--- config.mk ---
export PLATFORM = sky130hd
export DESIGN_NAME = hazard_pause_ctrl
export DESIGN_NICKNAME = d
export VERILOG_FILES = /design/src/rtl/hazard_pause_ctrl.sv
export SDC_FILE = /design/constraint.sdc
export NUM_CORES = 1
export LEC_CHECK = 0
export CORE_AREA = 2 2 39 41
export CTS_CLUSTER_DIAMETER = 60
export DETAILED_ROUTE_END_ITERATION = 7
export DIE_AREA = 0 0 41 43
export PLACE_DENSITY_LB_ADDON = 0.3
export SKIP_CTS_REPAIR_TIMING = 1
export SYNTH_ARGS = -nofsm -noshare
export SYNTH_HDL_FRONTEND = slang
export SYNTH_SLANG_ARGS = --single-unit
--- constraint.sdc ---
create_clock -name clk_50MHz -period 3.9 [get_ports clk_50MHz]
set_input_delay 0.78 -clock clk_50MHz [delete_from_list [all_inputs] [get_ports clk_50MHz]]
set_output_delay 0.78 -clock clk_50MHz [all_outputs]
set_load 0.03 [all_outputs]
--- src/rtl/hazard_pause_ctrl.sv ---
// hazard_pause_ctrl: detects load-use, taken-jump, instruction-bank structural and external-busy hazards
// and drives the PC, IF/ID and ID/EXE hold/flush controls. Define PAUSE_STAT_EN to build the stall/flush counters.
`ifndef RAM_OP_RD
`define RAM_OP_RD 1'b1
`endif

module hazard_pause_ctrl #(
    parameter int unsigned         STRUCT_CYCLES = 2,
    parameter int unsigned         REG_ID_W      = 4,
    parameter logic [REG_ID_W-1:0] NONE_ID       = 4'hF
`ifdef PAUSE_STAT_EN
    ,
    parameter int unsigned         STAT_W        = 16
`endif
) (
    input  logic                clk_50MHz,
    input  logic                rst,
    input  logic                ie_RAM_en,
    input  logic                ie_RAM_op,
    input  logic [REG_ID_W-1:0] ie_WB_DEST,
    input  logic [REG_ID_W-1:0] id_SRC_A,
    input  logic [REG_ID_W-1:0] id_SRC_B,
    input  logic                ex_JUMP_TAKEN,
    input  logic                mem_IMEM_ACC,
    input  logic                ext_BUSY,
`ifdef PAUSE_STAT_EN
    input  logic                stat_CLR,
    output logic [STAT_W-1:0]   stall_CNT,
    output logic [STAT_W-1:0]   flush_CNT,
`endif
    output logic                pc_PAUSE,
    output logic                if_PAUSE,
    output logic                if_FLUSH,
    output logic                ie_PAUSE,
    output logic                jump_control_ie_PAUSE
);

    typedef enum logic {
        S_RUN    = 1'b0,
        S_STRUCT = 1'b1
    } state_t;

    // The access cycle itself is the first stall cycle, so the counter only covers the remainder.
    localparam logic [3:0] RELOAD_CNT  = 4'(STRUCT_CYCLES - 1);
    localparam bit         MULTI_CYCLE = (STRUCT_CYCLES > 1);

    state_t     r_state;
    state_t     w_state_nxt;
    logic [3:0] r_cnt;
    logic [3:0] w_cnt_nxt;
    logic       w_lu;
    logic       w_st;

    assign w_lu = ie_RAM_en && (ie_RAM_op == `RAM_OP_RD) && (ie_WB_DEST != NONE_ID) &&
                  ((ie_WB_DEST == id_SRC_A) || (ie_WB_DEST == id_SRC_B));
    assign w_st = mem_IMEM_ACC || (r_state == S_STRUCT);

    // Structural-stall sequencer: next state and remaining-cycle count
    always_comb begin
        w_state_nxt = r_state;
        w_cnt_nxt   = r_cnt;
        case (r_state)
            S_RUN: begin
                if (mem_IMEM_ACC && !ext_BUSY && MULTI_CYCLE) begin
                    w_state_nxt = S_STRUCT;
                    w_cnt_nxt   = RELOAD_CNT;
                end else begin
                    w_state_nxt = S_RUN;
                    w_cnt_nxt   = r_cnt;
                end
            end
            S_STRUCT: begin
                if (ext_BUSY) begin
                    w_state_nxt = S_STRUCT;
                    w_cnt_nxt   = r_cnt;
                end else if (mem_IMEM_ACC) begin
                    w_state_nxt = S_STRUCT;
                    w_cnt_nxt   = RELOAD_CNT;
                end else if (r_cnt == 4'd1) begin
                    w_state_nxt = S_RUN;
                    w_cnt_nxt   = 4'd0;
                end else begin
                    w_state_nxt = S_STRUCT;
                    w_cnt_nxt   = r_cnt - 4'd1;
                end
            end
            default: begin
                w_state_nxt = S_RUN;
                w_cnt_nxt   = 4'd0;
            end
        endcase
    end

    // Sequencer state register; reset aborts any stall in progress
    always_ff @(posedge clk_50MHz) begin
        if (!rst) begin
            r_state <= S_RUN;
            r_cnt   <= 4'd0;
        end else begin
            r_state <= w_state_nxt;
            r_cnt   <= w_cnt_nxt;
        end
    end

    // Pipeline controls, priority busy > jump > load-use > structural; hold beats flush
    always_comb begin
        pc_PAUSE              = 1'b0;
        if_PAUSE              = 1'b0;
        if_FLUSH              = 1'b0;
        ie_PAUSE              = 1'b0;
        jump_control_ie_PAUSE = 1'b0;
        if (!rst) begin
            pc_PAUSE = 1'b0;
        end else if (ext_BUSY) begin
            pc_PAUSE = 1'b1;
            if_PAUSE = 1'b1;
            ie_PAUSE = 1'b1;
        end else if (ex_JUMP_TAKEN) begin
            if_FLUSH              = 1'b1;
            jump_control_ie_PAUSE = 1'b1;
        end else if (w_lu) begin
            pc_PAUSE              = 1'b1;
            if_PAUSE              = 1'b1;
            jump_control_ie_PAUSE = 1'b1;
        end else if (w_st) begin
            pc_PAUSE = 1'b1;
            if_FLUSH = 1'b1;
        end else begin
            pc_PAUSE = 1'b0;
        end
    end

`ifdef PAUSE_STAT_EN
    localparam logic [STAT_W-1:0] STAT_MAX = {STAT_W{1'b1}};
    localparam logic [STAT_W-1:0] STAT_ONE = {{(STAT_W-1){1'b0}}, 1'b1};

    logic [STAT_W-1:0] r_stall_cnt;
    logic [STAT_W-1:0] r_flush_cnt;

    // Saturating stall/flush statistics; clear wins over increment
    always_ff @(posedge clk_50MHz) begin
        if (!rst || stat_CLR) begin
            r_stall_cnt <= {STAT_W{1'b0}};
            r_flush_cnt <= {STAT_W{1'b0}};
        end else begin
            if (pc_PAUSE && (r_stall_cnt != STAT_MAX)) begin
                r_stall_cnt <= r_stall_cnt + STAT_ONE;
            end else begin
                r_stall_cnt <= r_stall_cnt;
            end
            if (if_FLUSH && (r_flush_cnt != STAT_MAX)) begin
                r_flush_cnt <= r_flush_cnt + STAT_ONE;
            end else begin
                r_flush_cnt <= r_flush_cnt;
            end
        end
    end

    assign stall_CNT = r_stall_cnt;
    assign flush_CNT = r_flush_cnt;
`endif

endmodule

Word level (Yosys, flattened, before mapping):

Cells that the tools add are included.

* flip-flop bits (word level): 5
* input bits: 19
* output and inout port bits: 5
* word-level logic and storage cells: 46

* $add $sub $neg: 1
* equal/unequal tests: 6
* muxes and demuxes: 28
* bitwise gates (word level): 1
* reductions and logical operators: 8

Operator list (count)
* 1-bit 2-to-1 mux: 22
* 4-bit 2-to-1 mux: 4
* 4-bit == test: 2
* 4-bit case mux with 2 select lines: 1
* 4-bit by 1-bit == test with 1-bit output (second input constant): 1
* 1-bit logical AND: 4
* 2-bit inequality test (second input constant): 2
* 4-bit inequality test (second input constant): 1
* 4-bit by 1-bit subtractor with 4-bit output (second input constant): 1
* 1-bit logical OR: 2
* 1-bit case mux with 2 select lines: 1
* 2-bit AND reduction: 1
* 1-bit logical NOT: 1
* 1-bit inverter: 1

Longest topological paths before layout:

* depth in word-level cells: 7
* mapped depth: 5
* mapped depth without buffers: 5

Worst setup path before layout:

OpenSTA, ideal clock, no wires.

* path kind: input-to-output
* from: in rst
* to: out pc_PAUSE
* path slack: 1095 ps
* arrival: 2025 ps
* stages: 2
* data required time: 3120 ps
* path buffers: 0
* cell sequence: inv_1 o311ai_0

* cells in the longest elaborated chain, start to end: 1

RTL lines
* start: declaration: RTL line 17 `input logic rst,`
* 1-bit 2-to-1 mux: RTL line 112 `if (!rst) begin`
* end: declaration: RTL line 31 `output logic pc_PAUSE,`

No other way between the ends.

Final worst setup path:

* from: in ie_WB_DEST[1]
* to: out pc_PAUSE

* cells in the longest elaborated chain, start to end: 7
* elaborated cells between the ends (all ways): 10
* those cells by class: 3 x eq/ne; 4 x mux; 3 x reduce/logical

RTL lines
* start: declaration: RTL line 20 `input logic [REG_ID_W-1:0] ie_WB_DEST,`
* 4-bit inequality test / 4-bit == test (equally long branches): RTL line 54, 55
* 1-bit logical AND / 1-bit logical OR (equally long branches): RTL line 54, 55
* 1-bit logical AND *: RTL line 54 `` assign w_lu = ie_RAM_en && (ie_RAM_op == `RAM_OP_RD) && (ie_WB_DEST != NONE_ID) && ``
* 1-bit 2-to-1 mux *: RTL line 121 `end else if (w_lu) begin`
* 1-bit 2-to-1 mux *: RTL line 118 `end else if (ex_JUMP_TAKEN) begin`
* 1-bit 2-to-1 mux *: RTL line 114 `end else if (ext_BUSY) begin`
* 1-bit 2-to-1 mux *: RTL line 112

Every way passes the cells marked *; elsewhere a longest branch is shown, timed or not.

==> impl_metrics.ini <==
[global_route]
initial_antenna_violation_count = 0
largest_net_degree_at_the_start_of_global_routing = 10
grt_pass1_wl_um = 1680
globalRouteMet2Util_pct = 21.6
vias_in_the_first_global_route = 455
grt-ovfl-total = 0
gr-usage-met3_pct = 2.09
grt.busiest_layer = met2
globalRouteTotalUtil_pct = 13.5
gr-usage-met1_pct = 16.0

[timing]
timing.final.max_slew_violations = 0
totalNegativeSetupSlack_ns = 0
max_freq_ghz = 0.275
finalWorstSetupSlack_ns = 0.264
rsz_0062_raised_after_global_routing = false
layout_min_cycle_time_ns = 3.64
timing.final.crit_share_pct = 93.2
fin_skew_ns = 0.00577
headroom_to_the_max_slew_limit_pct = 72.1
final-setup-viol-count = 0
tightest_slew_ns = 0.412
hold_viol = 0

[worst_setup_path]
arrival_time_of_data_at_the_critical_path_endpoint_ns = 2.86
endpoint_type_of_the_worst_setup_path = output port
crit_start = ie_WB_DEST[1]
timing.rr.start = r_cnt[1]
timing.critical_path.fanout_max = 3
critPathLaunchType = input port
worst-setup-path-type = input port to output port
timing.critical_path.required_ns = 3.12

[clocking]
clkTransAtPathRegs_ns = 0.05
clock_sink_count = 5
clkLatencyLatePin_ns = 0.24
numCtsBuffers = 3
cts_tree = built
clockRootBuffer = clkbuf_4
clk_path_buf_depth = 2
htree_levels = 1

[drt]
firstDrtPassIters = 4
detailroute.via_count = 483
post_drt_wl_per_cell_um = 9.96
violation_count_after_the_first_detailed_route_iteration = 16
finalWirelength_um = 996
drc_errors = 0
via_per_inst = 4.83
antenna_left = 0

[logic_synthesis]
yosysWarningCount = 0
synth_largest_type_area_fraction_pct = 23.1
synth_commonest_cells = xor2_1 (8), nand2_1 (6)
synthesis.instances = 58
yosys.cell_count.top_type = xor2_1
ys_top_cells_by_area = dfxtp_1 (23%), xor2_1 (16%), a21oi_1 (5.8%), ha_1 (5.8%), nand2_1 (5.2%)
ys_async_sr_fraction_pct = 0
synth-seq-area-share_pct = 23.1
mappedNetlistArea_um2 = 433
synth_edf_count = 0
synthesized_area_per_cell_um2 = 7.46
synth-seq-cells = 5
synth.net_count = 79
synth_area_leader_cell = dfxtp_1
synth_flop_cell = dfxtp_1
synthDistinctLibCells = 23

[final_layout]
final_net_count = 106
post-route-cell-area_um2 = 704
antenna_cells = 0
fraction_of_final_layout_cells_with_drive_strength_greater_than_1_pct = 3.57
area_delta_synth_final_pct = 62.7
fillerInstances = 139

[floorplanning]
ioPinCount = 24
coreArea_mm2 = 0.00138
die_height_um = 43
rows = 14
die_w_um = 41
dieArea_mm2 = 0.00176
floorplan.initialDensity_pct = 31.3

[power_and_ir_drop]
clock_power_share_pct = 33.9
netSwitchingPower_w = 0.0000497
pwr-share-seq_pct = 32.4
powerDensity_mw_per_mm2 = 248
static-leakage-power_nw = 0.276
sw_frac_of_total_pct = 28.5
p_int_w = 0.000125
irDropWorstVdd_mv = 0.107
combPwrFrac_pct = 33.7
post-layout-total-power_w = 0.000174

[placed_design]
dpl_worst_slack_ns = 0.247
post_dp_cell_area_um2 = 678
dp_hpwl_um = 838
io_buffer_count = 23
finalWeightedCongestion = 0.650

[min_path]
hold_path_startpoint = r_cnt[2]
hold_path_class = flip-flop to flip-flop

[run_status]
outcome = finished clean

[flow_run]
maxCapViolations = 0
==> sequential cells by signal (all words and copies together), names as in the netlist <==
signal / cells
r_cnt: 4
r_state: 1
==> power groups by stage <==
stage	Clock (W)	Combinational [W]	Sequential (W)
after floorplan	0	0.0000282	0.0000565
after global placement	0	0.0000588	0.0000571
after detailed placement	0	0.0000589	0.0000573
after CTS	0.0000620	0.0000592	0.0000563
after global routing	0.0000650	0.0000645	0.0000567
final	0.0000591	0.0000588	0.0000566
==> worst paths after layout <==
kind               to  slack (ns)  cells after the start
min reg2reg  r_cnt[2]        0.52                      2
min          r_cnt[2]        0.52                      2
max          pc_PAUSE        0.26                      6
max reg2reg  r_cnt[2]        2.48                      5
==> layout make-up <==
cell class                 count  area (µm²)  area share, %
tap                           16        20.0           2.84
inverter                       5        18.8           2.66
timing repair buffer          23         230           32.7
sequential                     5         100           14.2
multi-input combinational     47         309           43.9
clock buffer                   4        26.3           3.73
==> metal layers <==
metal | wire length [µm] | part of all wire, %
met1 | 414 | 42
met2 | 534 | 54
met3 | 47 | 4.7
met4 | 0 | 0
met5 | 0 | 0
==> logic make-up after synthesis <==
group	share of synthesized area, %
and+or+nand+nor	23.1
buffers and inverters	5.49
DFF	23.1
AOI/OAI and AO/OA	26.3
xor gates and xnor gates	16.2
adders and majority gates	5.78
==> layout by cell type (no fill, tap or decap), types with 2 or more instances in the layout <==
cell / synthesis / final
nor4_1: 2 / 2
nor2_1: 5 / 5
xor2_1: 8 / 8
a21oi_1: 5 / 5
clkbuf_4: 0 / 3
ha_1: 2 / 2
nand2_1: 6 / 6
clkdlybuf4s50_1: 0 / 23
dfxtp_1: 5 / 5
nand2b_1: 3 / 3
inv_1: 5 / 5
o21ai_0: 3 / 3
and2_1: 2 / 2
==> critical path, stage by stage <==
cell	delay [ns]
clkdlybuf4s50_1	0.47
xor2_1	0.18
nor4_1	0.36
o2111ai_1	0.19
o311ai_0	0.14
clkdlybuf4s50_1	0.73
==> stage by stage <==
stage          utilization (%)  instances  hold WS (ns)
2_1_floorplan                -         58         0.471
3_3_place_gp              49.0         96         0.498
3_5_place_dp              49.0         96         0.512
4_1_cts                   50.9        100         0.518
5_1_grt                   50.9        100         0.564
6_report                  50.9        100         0.522
No activity file was read; power rests on OpenSTA's default activity.
